<file path="src/rtl/score_seg_driver_pkg.sv">
// Shared constants for the score display: glyphs, anode codes, FSM encoding.
package score_seg_driver_pkg;

    // Active-low segment glyphs, bit order {g,f,e,d,c,b,a}
    localparam logic [6:0] SEG_0     = 7'h40;
    localparam logic [6:0] SEG_1     = 7'h79;
    localparam logic [6:0] SEG_2     = 7'h24;
    localparam logic [6:0] SEG_3     = 7'h30;
    localparam logic [6:0] SEG_4     = 7'h19;
    localparam logic [6:0] SEG_5     = 7'h12;
    localparam logic [6:0] SEG_6     = 7'h02;
    localparam logic [6:0] SEG_7     = 7'h78;
    localparam logic [6:0] SEG_8     = 7'h00;
    localparam logic [6:0] SEG_9     = 7'h10;
    localparam logic [6:0] SEG_BLANK = 7'h7F;

    // Scanner enables, active-low one-hot
    localparam logic [3:0] AN_D3 = 4'b0111;
    localparam logic [3:0] AN_D2 = 4'b1011;
    localparam logic [3:0] AN_D1 = 4'b1101;
    localparam logic [3:0] AN_D0 = 4'b1110;

    // Double-dabble geometry: 14 binary bits feed a 16-bit BCD field
    localparam int DD_SHIFTS = 14;
    localparam int BIN_W     = 14;
    localparam int BCD_W     = 16;

    // FSM encoding kept as plain constants for legacy tools
    typedef logic [0:0] state_t;
    localparam state_t ST_IDLE = 1'b0;
    localparam state_t ST_CONV = 1'b1;

endpackage

</file>
<file path="src/rtl/score_seg_driver_decode.sv">
// Combinational BCD digit to active-low 7-segment glyph, with blank override.
module seg7_decode
    import score_seg_driver_pkg::*;
(
    input  logic [3:0] bcd,
    input  logic       blank,
    output logic [6:0] seg
);

    // Glyph lookup; non-decimal codes and blanked digits go dark
    always_comb begin
        seg = SEG_BLANK;
        if (!blank) begin
            case (bcd)
                4'd0:    seg = SEG_0;
                4'd1:    seg = SEG_1;
                4'd2:    seg = SEG_2;
                4'd3:    seg = SEG_3;
                4'd4:    seg = SEG_4;
                4'd5:    seg = SEG_5;
                4'd6:    seg = SEG_6;
                4'd7:    seg = SEG_7;
                4'd8:    seg = SEG_8;
                4'd9:    seg = SEG_9;
                default: seg = SEG_BLANK;
            endcase
        end
    end

endmodule

</file>
<file path="src/rtl/score_seg_driver.sv">
// Binary score -> BCD (sequential double-dabble) -> multiplexed 7-seg drive.
module score_seg_driver
    import score_seg_driver_pkg::*;
#(
    parameter int LZB     = 1,
    parameter int MAX_VAL = 9999
)
(
    input  logic        clk,
    input  logic        rst,
    input  logic [13:0] score_bin,
    input  logic        score_load,
    input  logic [3:0]  anodes,
    output logic [6:0]  seg,
    output logic        dp,
    output logic        busy,
    output logic        ovf
);

    localparam logic [BIN_W-1:0] MAX_BIN  = BIN_W'(MAX_VAL);
    localparam logic [3:0]       CNT_LAST = 4'(DD_SHIFTS - 1);
    localparam int               SH_W     = BCD_W + BIN_W;

    state_t                   state;
    logic [3:0]               cnt;
    logic [SH_W-1:0]          sh;
    logic [SH_W-1:0]          sh_next;
    logic [BCD_W-1:0]         digits;
    logic                     pend_v;
    logic [BIN_W-1:0]         pend_reg;
    logic [BIN_W-1:0]         start_val;

    // One double-dabble iteration: add 3 to every BCD nibble >= 5, then shift left
    function automatic logic [SH_W-1:0] dd_step(input logic [SH_W-1:0] s);
        logic [SH_W-1:0] t;
        t = s;
        for (int i = 0; i < 4; i++) begin
            if (t[BIN_W + 4*i +: 4] >= 4'd5)
                t[BIN_W + 4*i +: 4] = t[BIN_W + 4*i +: 4] + 4'd3;
        end
        return {t[SH_W-2:0], 1'b0};
    endfunction

    // Clamp the operand to the displayable ceiling
    function automatic logic [BIN_W-1:0] sat(input logic [BIN_W-1:0] v);
        return (v > MAX_BIN) ? MAX_BIN : v;
    endfunction

    // A queued request outranks a fresh one arriving on the same edge
    always_comb begin
        start_val = pend_v ? pend_reg : score_bin;
        sh_next   = dd_step(sh);
    end

    // Conversion FSM, pending slot and committed digit register
    always_ff @(posedge clk) begin
        if (rst) begin
            state    <= ST_IDLE;
            cnt      <= '0;
            sh       <= '0;
            digits   <= '0;
            pend_v   <= 1'b0;
            pend_reg <= '0;
            ovf      <= 1'b0;
        end else begin
            case (state)
                ST_IDLE: begin
                    if (pend_v || score_load) begin
                        ovf   <= (start_val > MAX_BIN);
                        sh    <= {{BCD_W{1'b0}}, sat(start_val)};
                        cnt   <= '0;
                        state <= ST_CONV;
                    end
                    // Draining the slot; a simultaneous load refills it
                    if (pend_v) begin
                        pend_v <= score_load;
                        if (score_load)
                            pend_reg <= score_bin;
                    end
                end
                ST_CONV: begin
                    sh  <= sh_next;
                    cnt <= cnt + 4'd1;
                    if (cnt == CNT_LAST) begin
                        digits <= sh_next[SH_W-1:BIN_W];
                        state  <= ST_IDLE;
                    end
                    // Loads during conversion are queued; the latest one wins
                    if (score_load) begin
                        pend_reg <= score_bin;
                        pend_v   <= 1'b1;
                    end
                end
                default: state <= ST_IDLE;
            endcase
        end
    end

    assign busy = (state == ST_CONV);
    assign dp   = 1'b1;

    logic [3:0] dsel;
    logic       dblank;
    logic       dvalid;
    logic [6:0] dglyph;
    logic       z3, z2, z1;

    // Digit select for the enabled anode, with leading-zero blanking
    always_comb begin
        z3     = (digits[15:12] == 4'd0);
        z2     = z3 && (digits[11:8] == 4'd0);
        z1     = z2 && (digits[7:4] == 4'd0);
        dsel   = digits[3:0];
        dblank = 1'b0;
        dvalid = 1'b1;
        case (anodes)
            AN_D3: begin dsel = digits[15:12]; dblank = (LZB != 0) && z3; end
            AN_D2: begin dsel = digits[11:8];  dblank = (LZB != 0) && z2; end
            AN_D1: begin dsel = digits[7:4];   dblank = (LZB != 0) && z1; end
            AN_D0: begin dsel = digits[3:0];   dblank = 1'b0;             end
            default: dvalid = 1'b0;
        endcase
    end

    seg7_decode u_dec (
        .bcd   (dsel),
        .blank (dblank),
        .seg   (dglyph)
    );

    // Registered segment bus; illegal anode patterns drive all segments off
    always_ff @(posedge clk) begin
        if (rst)
            seg <= SEG_BLANK;
        else
            seg <= dvalid ? dglyph : SEG_BLANK;
    end

endmodule

</file>
<file path="config.mk">
export PLATFORM = sky130hd
export DESIGN_NAME = score_seg_driver
export DESIGN_NICKNAME = d
export VERILOG_FILES = /design/src/rtl/score_seg_driver_pkg.sv /design/src/rtl/score_seg_driver_decode.sv /design/src/rtl/score_seg_driver.sv
export SDC_FILE = /design/constraint.sdc
export NUM_CORES = 1
export LEC_CHECK = 0
export BUFFER_PORTS_ARGS = -buffer_cell sky130_fd_sc_hd__buf_2
export CORE_UTILIZATION = 35
export CTS_BUF_LIST = sky130_fd_sc_hd__clkbuf_4
export CTS_CLUSTER_DIAMETER = 120
export DETAILED_ROUTE_END_ITERATION = 7
export PLACE_DENSITY = 0.51
export SLEW_MARGIN = 20
export SYNTH_ARGS = -nofsm -noshare
export SYNTH_HDL_FRONTEND = slang
export SYNTH_SLANG_ARGS = --single-unit
</file>
<file path="constraint.sdc">
create_clock -name clk -period 2.1 [get_ports clk]
set_input_delay 0.315 -clock clk [delete_from_list [all_inputs] [get_ports clk]]
set_output_delay 0.315 -clock clk [all_outputs]
set_load 0.005 [all_outputs]
</file>
; ---- Word-level counts from Yosys, hierarchy flattened
; Memory sizes are Yosys's and may differ from the RTL's. A register that Yosys moved wholly into a read port is not among the register bits.
; Index checks and enable logic that the tools add are counted.
[totals]
regBits = 67
romBits = 112
in_bits = 21
out_inout_bits = 10
memories = 1
[op_classes]
addsub = 5
n_lt_le_gt_ge = 5
eq_ne = 8
mux = 22
bitwise_logic = 2
reduce_logical = 10
[mem_list]
columns = name, depth, word_bits, rd, rd_clocked_by_memory_dff, write_ports, line_no
row1 = (no name shown), 16, 7, 1, 1, 0, score_seg_driver_decode.sv:14  ; case (bcd)
[ops]
columns = cell, n
row1 = $pmux 30 s2, 1
row2 = $mux 14, 4
row3 = $mux 30, 1
row4 = $pmux 14 s2, 1
row5 = $eq 4x4->1 const B, 4
row6 = $ge 4x3->1 const B, 4
row7 = $mux 4, 4
row8 = $gt 14x14->1 const B, 1
row9 = $add 4x2->4 const B, 3
row10 = $logic_not 4->1, 3
row11 = $pmux 4 s3, 1
row12 = $pmux 4 s2, 1
row13 = $ne 2x2->1 const B, 3
row14 = $mux 1, 5
row15 = $add 4x1->4 const B, 1
row16 = $eq 4x3->1 const B, 1
row17 = $pmux 1 s2, 2
row18 = $reduce_and 2->1, 2
row19 = $reduce_or 4->1, 1
row20 = $add 3x2->3 const B, 1
row21 = $mux 3, 1
row22 = $pmux 1 s3, 1
row23 = $reduce_or 3->1, 1
row24 = $logic_and 1x1->1, 2
row25 = 2 further kinds, 3

; ---- Longest topological paths before layout
[depth]
ltp_word = 5
mapped_depth = 8

; ---- Cells and area by module
; From an unflattened synthesis, not the netlist that was laid out.
[hier_totals]
cells_unflattened = 452
area_unflattened_um2 = 3816.2
[by_module_without_submodules]
columns = mod, n_inst, cells_per_inst, area_each_um2, seq_area_each_um2
row1 = score_seg_driver, 1, 419, 3579.7, 1481.4
row2 = seg7_decode, 1, 33, 236.5, 0.0

; ---- Worst setup path before layout
; Ideal clock, no wire load.
[synth_path]
path_type = in2reg
from = input anodes[0]
to = register seg[3]
setup_ns = 0.122
t_arrival_ns = 2.028
required_time_ns = 1.978
setup_slack_ns = -0.050
stages = 7
path_cell_list = clkbuf_1 inv_1 a211o_4 a221oi_2 inv_1 ha_1 a221o_1
[synth_via]
elab_chain_cells = 5
elab_cells_between_ends = 10
[synth_lines]
columns = item, line_no
row1 = start: declaration, score_seg_driver.sv:13  ; input logic [3:0] anodes,
row2 = $eq 4x4->1 / $eq 4x3->1 (equally long branches), score_seg_driver.sv:116  ; case (anodes)
row3 = $reduce_or 4->1 (no source line), n/a
row4 = $mux 1, score_seg_driver.sv:116
row5 = $not 1->1 (no source line), n/a
row6 = $reduce_or 3->1 (no source line), n/a
row7 = end: declaration, score_seg_driver.sv:14  ; output logic [6:0] seg,
; Parallel ways exist; a longest one is shown, timed or not.
; A chain may end at the register's enable or synchronous reset.

; ---- Worst setup path in the final report
[layout_path]
from = register state, in the netlist busy
to = output busy
[layout_lines]
columns = item, line_no
row1 = start: declaration, score_seg_driver.sv:24  ; state_t state;
row2 = start signal: assignment, score_seg_driver.sv:58  ; state <= ST_IDLE;
row3 = start signal: assignment, score_seg_driver.sv:72  ; state <= ST_CONV;
row4 = start signal: assignment, score_seg_driver.sv:86  ; state <= ST_IDLE;
row5 = end: declaration, score_seg_driver.sv:16  ; output logic busy,
; No word-level cell between the ends.

==> run summary <==
outcome: complete, no violations
clk_skew: 13.1 ps
n_diodes: 0
Worst Path Buf+Inv: 2
Async S/R FF share, synth: 0%
Clk pin slew, worst setup/hold paths: 130 ps
routed wire length: 8.21 mm
Crit. End Element: output port
reg2reg path depth: 4
Compound-Gate Fraction of Synth Area: 25.0%
crit-path cells: buf_4 > buf_2
Highest Signal Layer: met4
DR iter-0 viols: 144
Port Buffers: 29
power density over cell area: 634 nW/µm²
first-pass GRT wire length: 14.4 mm
top achievable clock speed: 553 MHz
Starting Density: 36.1%
gr ovfl total: 0
Commonest cells post-synth: dfxtp_1 (74), nand2_1 (63), a21oi_1 (46)
Area growth syn-to-layout: 15.6%
Top FF cell, synth: dfxtp_1
share of cells above drive strength 1: 18.9%
Peak VDD IR: 0.285 mV
routed vias/inst: 5.21
Hold Buf Count CTS: 0
H-tree levels: 3
Post-synth EDFFs: 0
count leader, synth: dfxtp_1
mux contribution to synthesized area: 5.16%
Hold WC Path Type: in2reg
DR WL met3: 245 µm
WP data required: 1780 ps
DRT Pass-1 Iters: 4
WL per Instance: 13.3 µm
Area contributors post-synth: dfxtp_1 (40%), nand2_1 (6.3%), a21oi_1 (6.2%), a22oi_1 (4.6%), mux2i_1 (4.6%)
Die Width: 105 µm
Met1 Wirelength: 3.87 mm
CTS buffer count: 9
CTS tree: built
Final setup viols: 0
post_cts resized: 0
Tcrit/Tclk final: 86.1%
via count: 3213
Seq/Total Area, Yosys: 39.7%
# DRC: 0
Row Count: 37
yosys warns: 0
initial antenna violation count: 0
RSZ-0062 raised after global routing: false
MaxCap Viol Count: 0
Final #Nets: 510
post-DP HPWL: 5.99 mm
Total GRT Usage: 16.1%
min Tclk post-route: 1810 ps
Die ar.: 11100 µm²
final hold vios: 0
Die H: 105 µm
flops & latches, synth: 74
CTS max path bufs: 2
Yosys top cell area share: 39.7%
hold wc startpoint: score_bin[2]
# IOs: 31
Setup Buffers After CTS: 0
crit-path leading delay family: flip-flops
clk sinks: 74
CP max stage delay: 670 ps
FF-to-FF setup slack: 400 ps
XOR/XNOR share of the synthesized area: 1.88%
antenna-violating nets left: 0
worst hold stages: 3
vias in the first global route: 3112
Final Wtd Congestion: 0.766
core area: 10300 µm²
crit start category: register
Worst path slowest cell: dfxtp_1
maximum fanout along the worst path: 13
Slew HR: 65.2%
Synth area leader: dfxtp_1
largest net degree at the start of global routing: 35
Max Slew Vio Count: 0
synthesized-area fraction occupied by and/or/nand/nor cells: 19.3%
Synth Instances: 436
Design Power: 2.73 mW
syn nets: 470
Worst Path Arrival: 1490 ps
leakage power: 1.56 nW
# fillers: 1063
Adder-Cell Fraction of Synth Area: 4.36%
synth unique cells: 60
Mean Syn Cell Area: 8.56 µm²
area of placed instances: 4170 µm²
final instance area: 4310 µm²
RR Endpoint: pend_reg[6]
Cell Area, Synth: 3730 µm²
max reg flops: 30
root buf cell: clkbuf_4
Slew @ Worst Pin: 522 ps
largest family of logic cells by synthesized area: compound AO/OA/AOI/OAI gates
Critical R2R Launch: busy
met2 routed WL: 4.02 mm
kind of critical path: reg2out
Skew-Pair Late Insertion Delay: 410 ps
Min-Delay Endpoint: pend_reg[2]
## routing by layer
metal	GRT usage (%)	vias to the layer above
met2	28.5	40
li1	-	1665
met1	19.3	1502
met4	3.62	0
met5	0	-
met3	4.27	6
## cells in the final DEF (no fill, tap or decap), types with 13 or more instances in the layout
master / n
a21oi_1: 46
a22oi_1: 23
buf_2: 29
buf_4: 26
dfxtp_1: 74
ha_1: 13
inv_1: 13
mux2i_1: 17
nand2_1: 63
nor2_1: 27
## where the power goes
| group | total [mW] | leakage, nW | switching [mW] | internal (mW) |
|---|---|---|---|---|
| Clock | 0.913 | 0.0733 | 0.540 | 0.373 |
| Combinational | 0.335 | 0.884 | 0.191 | 0.144 |
| Sequential | 1.49 | 0.601 | 0.0343 | 1.45 |
## cell families (layout without fill, tap and decap cells)
group | Yosys count | after routing
simple gates | 147 | 147
buf+inv | 42 | 87
fa+ha+maj | 13 | 13
flops | 74 | 74
mux | 19 | 19
xor+xnor | 8 | 8
compound gates | 132 | 132
other cells | 1 | 1
## final cells by class
class / instances / area (µm²) / area share (%)
Tap cell: 136 / 170 / 3.95
Inverter: 15 / 56.3 / 1.31
Clock buffer: 9 / 67.6 / 1.57
Timing Repair Buffer: 56 / 360 / 8.36
Multi-Input combinational cell: 320 / 2100 / 48.7
Clock inverter: 7 / 76.3 / 1.77
Sequential cell: 74 / 1480 / 34.3
## tightest hold or removal path: cells and delay by family
family          cells  cell delay (ps)
buf+inv             1              100
simple gates        1               50
compound gates      1               50
## worst max path at each step
| stage | from | to | slack, ps | cells past startpoint |
|---|---|---|---|---|
| global placement | anodes[3] | seg[5] | -10 | 8 |
| CTS | busy | busy | 240 | 2 |
| global route | busy | busy | 130 | 2 |
| floorplan | anodes[0] | seg[3] | 0.5 | 7 |
| finish | busy | busy | 290 | 2 |
| detailed placement | anodes[2] | seg[5] | -40 | 8 |
## per-stage QoR
stage | setup WS, ps | setup TNS, ps | util, % | cells | hold slack (ps)
floorplan | 0.526 | 0 | - | 436 | 433
global placement | -13.2 | -13.2 | 40.4 | 601 | 439
detailed placement | -44.9 | -72.6 | 40.4 | 601 | 448
CTS | 237 | 0 | 41.8 | 617 | 87.7
global route | 133 | 0 | 41.8 | 617 | 91.5
finish | 292 | 0 | 41.8 | 617 | 128
No activity file was read; power rests on OpenSTA's default activity.
